===== src/rtl/medidor_frecuencia_pkg.sv =====
// Shared types and helpers for the frequency meter.
// State encodings, BCD digit width and the digit step function.
package medidor_frecuencia_pkg;

  localparam int DIGIT_W = 4;
  localparam logic [DIGIT_W-1:0] BCD_MAX = 4'd9;

  typedef enum logic [1:0] {
    IDLE  = 2'd0,
    CLEAR = 2'd1,
    GATE  = 2'd2,
    LATCH = 2'd3
  } estado_t;

  function automatic logic [DIGIT_W-1:0] bcd_next(
    input logic [DIGIT_W-1:0] d,
    input logic               inc
  );
    if (!inc) return d;
    return (d == BCD_MAX) ? '0 : d + 1'b1;
  endfunction

endpackage


===== src/rtl/contador_bcd.sv =====
// One BCD digit with synchronous clear.
// Carry is combinational so three digits can cascade in one cycle.
module contador_bcd
  import medidor_frecuencia_pkg::*;
(
  input  logic               clock,
  input  logic               rst_n,
  input  logic               clear,
  input  logic               inc,
  output logic [DIGIT_W-1:0] digit,
  output logic               carry
);

  assign carry = inc && (digit == BCD_MAX);

  always_ff @(posedge clock or negedge rst_n) begin
    if (!rst_n) begin
      digit <= '0;
    end else if (clear) begin
      digit <= '0;
    end else begin
      digit <= bcd_next(digit, inc);
    end
  end

endmodule


===== src/rtl/medidor_frecuencia.sv =====
// Gated edge counter: counts sig_in rises over GATE_CYCLES
// clocks and reports the total as three saturating BCD digits.
module medidor_frecuencia
  import medidor_frecuencia_pkg::*;
#(
  parameter int GATE_CYCLES = 50000000
) (
  input  logic               clock,
  input  logic               rst_n,
  input  logic               sig_in,
  input  logic               enable,
  output logic [DIGIT_W-1:0] centena,
  output logic [DIGIT_W-1:0] decena,
  output logic [DIGIT_W-1:0] unidad,
  output logic               valid,
  output logic               overflow
);

  localparam int CW =
    (GATE_CYCLES > 1) ? $clog2(GATE_CYCLES) : 1;
  localparam logic [CW-1:0] LAST = CW'(GATE_CYCLES - 1);

  logic s1, s2, s3;
  logic edge_pulse;

  always_ff @(posedge clock or negedge rst_n) begin
    if (!rst_n) begin
      s1 <= 1'b0;
      s2 <= 1'b0;
      s3 <= 1'b0;
    end else begin
      s1 <= sig_in;
      s2 <= s1;
      s3 <= s2;
    end
  end

  assign edge_pulse = s2 & ~s3;

  estado_t       state;
  logic [CW-1:0] gate_cnt;
  logic          ovf_flag;

  logic [DIGIT_W-1:0] acc_u, acc_d, acc_c;
  logic               cy_u, cy_d, carry_unused;
  logic               hit, at_max, inc_u, clr;
  logic [DIGIT_W-1:0] nxt_u, nxt_d, nxt_c;
  logic               ovf_next;

  assign hit    = edge_pulse && (state == GATE);
  assign at_max = (acc_u == BCD_MAX) &&
                  (acc_d == BCD_MAX) &&
                  (acc_c == BCD_MAX);
  assign inc_u  = hit && !at_max;
  assign clr    = (state == CLEAR);

  contador_bcd u_unidad (
    .clock (clock),
    .rst_n (rst_n),
    .clear (clr),
    .inc   (inc_u),
    .digit (acc_u),
    .carry (cy_u)
  );

  contador_bcd u_decena (
    .clock (clock),
    .rst_n (rst_n),
    .clear (clr),
    .inc   (cy_u),
    .digit (acc_d),
    .carry (cy_d)
  );

  contador_bcd u_centena (
    .clock (clock),
    .rst_n (rst_n),
    .clear (clr),
    .inc   (cy_d),
    .digit (acc_c),
    .carry (carry_unused)
  );

  // Latch the post-increment value so an edge on the
  // final gate cycle lands in this window.
  assign nxt_u    = bcd_next(acc_u, inc_u);
  assign nxt_d    = bcd_next(acc_d, cy_u);
  assign nxt_c    = bcd_next(acc_c, cy_d);
  assign ovf_next = ovf_flag | (hit & at_max);

  always_ff @(posedge clock or negedge rst_n) begin
    if (!rst_n) begin
      state    <= IDLE;
      gate_cnt <= '0;
      ovf_flag <= 1'b0;
      centena  <= '0;
      decena   <= '0;
      unidad   <= '0;
      valid    <= 1'b0;
      overflow <= 1'b0;
    end else begin
      valid <= 1'b0;
      unique case (state)
        IDLE: begin
          if (enable) state <= CLEAR;
        end
        CLEAR: begin
          gate_cnt <= '0;
          ovf_flag <= 1'b0;
          state    <= GATE;
        end
        GATE: begin
          ovf_flag <= ovf_next;
          if (gate_cnt == LAST) begin
            state    <= LATCH;
            centena  <= nxt_c;
            decena   <= nxt_d;
            unidad   <= nxt_u;
            overflow <= ovf_next;
            valid    <= 1'b1;
          end else begin
            gate_cnt <= gate_cnt + 1'b1;
          end
        end
        LATCH: begin
          state <= enable ? CLEAR : IDLE;
        end
        default: state <= IDLE;
      endcase
    end
  end

endmodule


===== config.mk =====
export PLATFORM = sky130hd
export DESIGN_NAME = medidor_frecuencia
export DESIGN_NICKNAME = d
export VERILOG_FILES = /design/src/rtl/medidor_frecuencia_pkg.sv /design/src/rtl/contador_bcd.sv /design/src/rtl/medidor_frecuencia.sv
export SDC_FILE = /design/constraint.sdc
export NUM_CORES = 1
export LEC_CHECK = 0
export BUFFER_PORTS_ARGS = -buffer_cell sky130_fd_sc_hd__buf_4
export CAP_MARGIN = 20
export CELL_PAD_IN_SITES_DETAIL_PLACEMENT = 1
export CELL_PAD_IN_SITES_GLOBAL_PLACEMENT = 1
export CORE_ASPECT_RATIO = 1.5
export CORE_MARGIN = 2
export CORE_UTILIZATION = 40
export DETAILED_ROUTE_END_ITERATION = 10
export PLACE_DENSITY = 0.76
export SKIP_LAST_GASP = 1
export SYNTH_ARGS = -nofsm -noshare
export SYNTH_HDL_FRONTEND = slang
export SYNTH_HIERARCHICAL = 1
export SYNTH_SLANG_ARGS = --single-unit

===== constraint.sdc =====
create_clock -name clock -period 3.2 [get_ports clock]
set_input_delay 0.16 -clock clock [delete_from_list [all_inputs] [get_ports clock]]
set_output_delay 0.16 -clock clock [all_outputs]
set_load 0.03 [all_outputs]

# After elaboration in Yosys (flattened, before gate mapping)
# Index checks and enable logic that the tools add are counted.
[word_totals] input_bits=4 out_inout_bits=14 elab_cells=74 reg_bits=58
[op_classes] reduce_logical=12 eq_ne=13 mux=27 n_bitwise=4 addsub=4
[op_table] op="case mux 26 bit (2 select lines)" count=1
[op_table] op="2-to-1 mux 4 bit" count=12
[op_table] op="adder 26 x 1 -> 26 bit (second input constant)" count=1
[op_table] op="equality test 26 bit (second input constant)" count=1
[op_table] op="2-to-1 mux 26 bit" count=1
[op_table] op="adder 4 x 1 -> 4 bit (second input constant)" count=3
[op_table] op="equality test 4 bit (second input constant)" count=3
[op_table] op="2-to-1 mux 1 bit" count=9
[op_table] op="!= test 3 x 2 -> 1 bit (second input constant)" count=3
[op_table] op="case mux 2 bit (4 select lines)" count=1
[op_table] op="logical AND 1 bit" count=6
[op_table] op="AND reduction 2 bit" count=3
[op_table] op="equality test 2 bit (second input constant)" count=2
[op_table] op="2-to-1 mux 2 bit" count=2
[op_table] op="!= test 2 bit (second input constant)" count=2
[op_table] op="bitwise AND 1 bit" count=2
[op_table] op="equality test 2 x 1 -> 1 bit (second input constant)" count=1
[op_table] op="zero test 2 bit" count=1
[op_table] op="!= test 2 x 1 -> 1 bit (second input constant)" count=1
[op_table] op="case mux 1 bit (2 select lines)" count=1
[op_table] op="nonzero test 2 bit" count=1
[op_table] op="zero test 1 bit" count=1
[op_table] op="inverter 1 bit" count=1
[op_table] op="bitwise OR 1 bit" count=1

# Logic depth before layout (Yosys ltp)
# Gate-level depths: netlist of run 1.
[depth] depth_word=11 mapped_depth=14 ltp_nobuf=13

# Modules after synthesis
# The synthesis of run 1 kept the hierarchy.
[by_module_without_submodules] mod="medidor_frecuencia" seq_area_each_um2=1151.1 area_each_um2=2553.7 n_inst=1 cells_per_inst=255
[by_module_without_submodules] mod="contador_bcd" seq_area_each_um2=100.1 area_each_um2=241.5 n_inst=3 cells_per_inst=26

# Least setup slack after synthesis of run 1
# Ideal clock, no wire load.
[synth_timing] path_kind="register to register" startpoint="register state[0]" endpoint="register centena[3]" synth_period_minus_slack_ns=3.216 stages_incl_launch_ff=15 setup_slack_ns=-0.016 t_required_ns=3.135 path_buffers=1 setup_time_ns=0.065 arrival_time_ns=3.151 cell_sequence="dfrtp_1 -> inv_1 -> ha_1 -> buf_2 -> nand2_1 -> nor3_1 -> inv_1 -> nor2_1 -> inv_1 -> nor2_1 -> nand2_1 -> nor3b_1 -> o21ai_0 -> nand4_1 -> o21a_1"
[synth_between] elab_chain_cells=6 elab_cells_between_ends=7 classes_between="eq/ne: 1; mux: 1; reduce/logical: 5"
[synth_lines] item="from (decl)" line_no="medidor_frecuencia.sv:40" source="estado_t state;"
[synth_lines] item="from (signal assigned)" line_no="medidor_frecuencia.sv:126" source="state <= enable ? CLEAR : IDLE;"
[synth_lines] item="equality test 2 bit" line_no="medidor_frecuencia.sv:50" source="assign hit = edge_pulse && (state == GATE);"
[synth_lines] item="logical AND 1 bit" line_no="medidor_frecuencia.sv:50"
[synth_lines] item="logical AND 1 bit" line_no="medidor_frecuencia.sv:54" source="assign inc_u = hit && !at_max;"
[synth_lines] item="named net inc_u" line_no="medidor_frecuencia.sv:46" source="logic hit, at_max, inc_u, clr;"
[synth_lines] item="logical AND 1 bit" line_no="contador_bcd.sv:14" source="assign carry = inc && (digit == BCD_MAX);"
[synth_lines] item="named net cy_u" line_no="medidor_frecuencia.sv:45" source="logic cy_u, cy_d, carry_unused;"
[synth_lines] item="logical AND 1 bit" line_no="contador_bcd.sv:14"
[synth_lines] item="named net cy_d" line_no="medidor_frecuencia.sv:45"
[synth_lines] item="2-to-1 mux 4 bit" line_no="medidor_frecuencia_pkg.sv:20" source="return (d == BCD_MAX) ? '0 : d + 1'b1;"
[synth_lines] item="to (signal assigned)" line_no="medidor_frecuencia.sv:116" source="centena <= nxt_c;"
[synth_lines] item="to (decl)" line_no="medidor_frecuencia.sv:12" source="output logic [DIGIT_W-1:0] centena,"
# The timed path passes the listed nets, and every way through them passes these cells.
# A chain may end at the register's enable or synchronous reset.

# Worst setup path in the final report of run 1
[layout_timing] startpoint="register u_centena.digit[0]" endpoint="register centena[3]"
[layout_between] elab_chain_cells=7 elab_cells_between_ends=9 classes_between="add/sub: 1; eq/ne: 1; mux: 2; reduce/logical: 5"
[layout_lines] item="from (decl)" line_no="contador_bcd.sv:10" source="output logic [DIGIT_W-1:0] digit,"
[layout_lines] item="from (signal assigned)" line_no="contador_bcd.sv:22" source="digit <= bcd_next(digit, inc);"
[layout_lines] item="equality test 4 bit" line_no="medidor_frecuencia.sv:53" source="(acc_c == BCD_MAX);"
[layout_lines] item="logical AND 1 bit" line_no="medidor_frecuencia.sv:52" source="(acc_d == BCD_MAX) &&"
[layout_lines] item="zero test 1 bit" line_no="medidor_frecuencia.sv:54"
[layout_lines] item="logical AND 1 bit" line_no="medidor_frecuencia.sv:54"
[layout_lines] item="named net inc_u" line_no="medidor_frecuencia.sv:46"
[layout_lines] item="logical AND 1 bit" line_no="contador_bcd.sv:14"
[layout_lines] item="named net cy_u" line_no="medidor_frecuencia.sv:45"
[layout_lines] item="logical AND 1 bit" line_no="contador_bcd.sv:14"
[layout_lines] item="named net cy_d" line_no="medidor_frecuencia.sv:45"
[layout_lines] item="2-to-1 mux 4 bit" line_no="medidor_frecuencia_pkg.sv:20"
# The timed path passes the listed nets, and every way through them passes these cells.

==> impl_metrics.py, run 1 <==
metrics = {
    "run_status": {
        "status": "finished clean",
    },
    "setup_path": {
        "end_kind": "flip-flop",
        "rr_startpoint": "u_centena/digit[0]",
        "crit_type": "reg -> reg",
        "start_kind": "flip-flop",
        "arrival_ns": 2.85,
        "path_delay_family": "simple AND/OR/NAND/NOR gates",
        "cp_num_buf_inv": 5,
        "slowest_stage": "dfrtp_1",
        "rr_endpoint": "centena[3]",
        "cp.required_ns": 3.42,
        "slowest_delay_ns": 0.51,
        "crit_chain": "nor4bb_1, and4_1, nor3_2, buf_4, inv_1, nor2_1, buf_4, inv_1, nor2_1, buf_4, nand2_1, nor3b_1, o21ai_0, nand4_1, o21a_1",
        "crit_path_max_fanout": 10,
        "r2r.worst_path.cells": 15,
        "cpMostUsedCell": "buf_4",
        "ff2ff_setup_slack_ns": 0.58,
    },
    "grt": {
        "grt_max_degree": 59,
        "antenna_found_initial": 0,
        "overflow": 0,
        "grt_pass1_wl_um": 14400,
        "grt_pass1_vias": 2904,
        "grt_util_all_layers_pct": 20.9,
    },
    "timing": {
        "rsz0062_at_grt": "false",
        "finalMaxSlewViolations": 0,
        "clock_skew_ns": 0.0116,
        "finalCriticalPeriod_ns": 2.62,
        "final_hold_viol_count": 0,
        "maxSlewHeadroom_pct": 50.1,
        "fin_crit_sh_pct": 82.0,
        "worst_pin_slew_ns": 0.748,
        "clock.fmax_ghz": 0.381,
        "fin_setup_tns_ns": 0,
        "setup_viol": 0,
    },
    "routing": {
        "wire_per_inst_um": 17.7,
        "wl_um": 8340,
        "drc": 0,
        "dr_total_vias": 2683,
        "drt-initial-drc-count": 110,
        "viasPerCell": 5.71,
        "antenna_left": 0,
        "firstDrtPassIters": 4,
    },
    "min_path": {
        "hold-path-cell-count": 3,
        "hold_end": "state[0]",
        "min-delay-start": "enable",
        "hold_path_class": "in -> reg",
    },
    "final_layout": {
        "nNetsFinal": 375,
        "regArea_sq_um": 1450,
        "antenna_cells": 0,
        "multiInputGateArea_sq_um": 1730,
        "nFillCells": 906,
        "layout_common_cells": "dfrtp_1 (58), nand2_1 (40), o21ai_0 (24), buf_4 (23), nand3_1 (18)",
        "layout-area-overhead-vs-synth_pct": 17.4,
        "drive_gt1_share_pct": 17.8,
        "layout_commonest_cell": "dfrtp_1",
    },
    "run": {
        "max_cap_violations": 0,
    },
    "cts": {
        "h-tree-depth": 3,
        "cts_buffers": 9,
        "cts_setup_buffers": 0,
        "cts.sinks": 58,
        "clk_pin_slew_worst_paths_ns": 0.05,
        "tritoncts": "yes",
        "cts_root_buffer": "clkbuf_16",
        "clk-insertion-delay-late_ns": 0.34,
        "clk_path_buf_depth": 2,
    },
    "pwr": {
        "leakagePower_nw": 1.69,
        "p_per_area_nw_per_um2": 517,
        "vdd_ir_drop_max_mv": 0.355,
        "p_total_w": 0.00199,
    },
    "placed_design": {
        "place_hpwl_um": 5720,
        "portBuffers": 17,
        "gp_congestion": 0.770,
    },
    "synth": {
        "synth_area_sq_um": 3270,
        "syn_avg_cell_area_sq_um": 9.86,
        "yosys_warnings": 6,
        "synth_nets": 347,
        "syn_inst": 332,
    },
    "floorplan": {
        "die_y_um": 115,
        "fp.coreArea_sq_um": 7960,
        "start_util_pct": 41.1,
        "ioPinCount": 18,
        "rows": 40,
        "die-area_sq_um": 8940,
        "die_w_um": 77.9,
    },
}
## timing repair
action                    CTS  global route
hold endpoints to repair   59             0
hold buffers                2             0
gates resized for setup     0             0
## routing by layer
layer,wire length (um),GRT usage (%),share of wire [%]
met5,0,0,0
met1,3350,22.6,40
met4,214,9.40,2.6
met3,208,5.34,2.5
met2,4570,38.2,55
## power by group
part	switching, W	internal [W]
clock network	0.000354	0.000596
logic	0.0000998	0.0000874
registers	0.0000833	0.000767
## layout make-up
| class | instances | area share (%) |
|---|---|---|
| clock inverters | 6 | 1.50 |
| inverters | 15 | 1.46 |
| well taps | 105 | 3.42 |
| flip-flops and latches | 58 | 37.8 |
| multi-input cells | 251 | 44.9 |
| clock buffers | 10 | 5.96 |
| repair buffers | 25 | 5.01 |
## through the flow
stage          cell area, sq um  util [%]  instances  hold slack, ns  worst slack, ns
6_report                   3840      48.3        470           0.124            0.577
5_1_grt                    3840      48.3        470           0.175            0.257
4_1_cts                    3840      48.3        470           0.110            0.536
3_5_place_dp               3540      44.4        452           0.272            0.558
3_3_place_gp               3540      44.4        452           0.272            0.682
2_1_floorplan              3280         -        332          -0.136            0.152
## worst min-delay path: cells and delay by family
kind / cells / cell delay [ns]
AND/OR/NAND/NOR: 2 / 0.16
buffers and inverters: 1 / 0.10
## worst max path at each step
stage,cells past startpoint,start,to
global route,15,u_centena/digit[0],centena[3]
global placement,15,u_centena/digit[0],centena[3]
CTS,15,u_centena/digit[0],centena[3]
floorplan,14,state[0],centena[3]
detailed placement,15,u_centena/digit[0],centena[3]
finish,15,u_centena/digit[0],centena[3]
## state kept, by name, summed over array words and instances (netlist names)
name,count
unidad,4
overflow,1
u_centena/digit,4
ovf_flag,1
valid,1
s2,1
s3,1
centena,4
gate_cnt,26
u_decena/digit,4
decena,4
state,2
s1,1
u_unidad/digit,4
No activity file was read; power rests on OpenSTA's default activity.
==> inputs of run 2 (changes only) <==
==> constraint.sdc (replaced) <==
create_clock -name clock -period 2.3 [get_ports clock]
set_input_delay 0.115 -clock clock [delete_from_list [all_inputs] [get_ports clock]]
set_output_delay 0.115 -clock clock [all_outputs]
set_load 0.03 [all_outputs]
==> run 2 against run 1 <==
Clock skew is 0.0051 ns lower. Combinational power is 110% higher. Flip-flop and latch count stayed put. Highest routed layer unchanged. Critical endpoint is now u_centena/digit[3]. Wire length is 0.90% higher. Fmax is 22% higher. Cell count is 3.2% higher.
==> impl_metrics.py, run 2 (same netlist as run 1, synthesis figures left out) <==
metrics = {
    "run_status": {
        "status": "finished clean",
    },
    "cts": {
        "cts.sinks": 58,
        "clk-insertion-delay-late_ns": 0.33,
        "cts_root_buffer": "clkbuf_16",
        "h-tree-depth": 3,
        "clk_path_buf_depth": 2,
        "tritoncts": "yes",
        "clk_pin_slew_worst_paths_ns": 0.05,
        "cts_buffers": 9,
    },
    "floorplan": {
        "die_w_um": 77.9,
        "die_y_um": 115,
        "rows": 40,
        "fp.coreArea_sq_um": 7960,
        "start_util_pct": 41.1,
        "die-area_sq_um": 8940,
        "ioPinCount": 18,
    },
    "grt": {
        "overflow": 0,
        "grt_pass1_wl_um": 14400,
        "grt_max_degree": 59,
        "grt_pass1_vias": 2936,
        "grt_util_all_layers_pct": 20.8,
        "antenna_found_initial": 0,
    },
    "timing": {
        "fin_setup_tns_ns": 0,
        "worst_pin_slew_ns": 0.766,
        "fin_crit_sh_pct": 93.8,
        "rsz0062_at_grt": "false",
        "clock.fmax_ghz": 0.463,
        "clock_skew_ns": 0.00654,
        "finalCriticalPeriod_ns": 2.16,
        "maxSlewHeadroom_pct": 48.9,
        "setup_viol": 0,
        "finalMaxSlewViolations": 0,
        "final_hold_viol_count": 0,
    },
    "pwr": {
        "leakagePower_nw": 1.78,
        "p_seq_share_pct": 38.7,
        "p_int_w": 0.00216,
        "p_total_w": 0.00288,
        "vdd_ir_drop_max_mv": 0.375,
        "p_sw_w": 0.000720,
        "p_clk_share_pct": 47.8,
        "p_per_area_nw_per_um2": 717,
        "netSwitchingFraction_pct": 25.0,
        "power_frac_comb_pct": 13.6,
    },
    "final_layout": {
        "fin_cells": 485,
        "final_core_util_pct": 50.5,
        "largest_reg_flops": 26,
        "regMostFlops": "gate_cnt",
        "layout_common_cells": "dfrtp_1 (57), nand2_1 (40), buf_4 (39), o21ai_0 (24), nand3_1 (18)",
        "layout_commonest_cell": "dfrtp_1",
        "drive_gt1_share_pct": 22.9,
        "antenna_cells": 0,
        "nNetsFinal": 391,
        "layout-area-overhead-vs-synth_pct": 22.7,
    },
    "placed_design": {
        "gp_congestion": 0.819,
        "portBuffers": 17,
        "place_hpwl_um": 5960,
        "placed_cells": 466,
    },
    "setup_path": {
        "arrival_ns": 2.37,
        "start_kind": "flip-flop",
        "crit_path_start": "u_unidad/digit[1]",
        "crit_type": "reg -> reg",
        "ff2ff_setup_slack_ns": 0.14,
        "end_kind": "flip-flop",
        "crit_path_max_fanout": 5,
        "r2r.worst_path.cells": 11,
        "rr_endpoint": "u_centena/digit[3]",
        "cp.required_ns": 2.51,
        "rr_startpoint": "u_unidad/digit[1]",
    },
    "run": {
        "max_cap_violations": 0,
    },
    "min_path": {
        "hold_path_class": "in -> reg",
        "min-delay-start": "enable",
        "hold_end": "state[0]",
        "hold-path-cell-count": 3,
    },
    "routing": {
        "antenna_left": 0,
        "wl_um": 8420,
        "drc": 0,
        "dr_total_vias": 2726,
        "firstDrtPassIters": 4,
        "viasPerCell": 5.62,
        "drt-initial-drc-count": 98,
        "wire_per_inst_um": 17.4,
    },
}
## run 2: cell types whose count changed in the layout (fill, tap and decap cells not counted), moves of 2 or more
cell / previous run / this run
buf_4: 23 / 39
clkbuf_8: 0 / 3
clkinv_2: 4 / 1
inv_1: 15 / 12
inv_2: 0 / 3
nor2_1: 9 / 7
nor2_4: 1 / 3
## run 2: per-layer routing
layer  routed length (um)  track usage, %  part of all wire [%]  vias to the layer above
met4                  212            10.1                   2.5                        0
met5                    0               0                     0                        -
met1                 3380            21.2                    40                     1360
li1                     -               -                     -                     1324
met2                 4650            39.4                    55                       27
met3                  172            4.71                   2.0                       15
## run 2: worst max-delay path by stage
stage	slack, ns	depth (start not counted)	end
after global placement	0.25	12	centena[3]
after floorplan	0.02	14	centena[3]
after global routing	0.04	11	u_centena/digit[3]
after detailed placement	0.15	12	centena[3]
final	0.14	11	u_centena/digit[3]
after CTS	0.13	12	centena[3]
## run 2: final cells by class
| type | count | area [sq um] |
|---|---|---|
| Inverter | 15 | 56.3 |
| Tap cell | 105 | 131 |
| Timing Repair Buffer | 41 | 313 |
| Sequential cell | 58 | 1450 |
| Fill cell | 895 | 3940 |
| Clock inverter | 2 | 35.0 |
| Clock buffer | 13 | 270 |
| Multi-Input combinational cell | 251 | 1760 |
## run 2: through the flow
step	worst slack (ns)	hold slack (ns)	instance area [sq um]
2_1_floorplan	0.0201	-0.181	3320
3_5_place_dp	0.153	0.227	3680
5_1_grt	0.0410	0.0897	4020
3_3_place_gp	0.253	0.224	3680
6_report	0.142	0.0658	4020
4_1_cts	0.128	0.0553	4000
## run 2: timing repair
item | in CTS | in global routing
buffers inserted | 0 | 2
endpoints found under the hold margin | 59 | 0
hold buffers | 2 | 0
setup endpoints to repair | 0 | 1
resized for setup | 0 | 1
## run 2: critical path, stage by stage (launching register included)
cell and delay [ns]:
dfrtp_1 0.39, nor4bb_1 0.35, and4_1 0.31, nor3_4 0.07
inv_2 0.08, nor2_4 0.04, inv_2 0.08, nor2_4 0.05
buf_4 0.15, and4b_2 0.23, o21ai_0 0.19, a21oi_1 0.09
## run 2: power groups by stage
stage / sequential, W / clock (W) / combinational, W
global route: 0.00112 / 0.00144 / 0.000445
CTS: 0.00111 / 0.00141 / 0.000390
global placement: 0.00112 / 0 / 0.000371
detailed placement: 0.00113 / 0 / 0.000383
finish: 0.00111 / 0.00137 / 0.000391
floorplan: 0.00116 / 0 / 0.000184
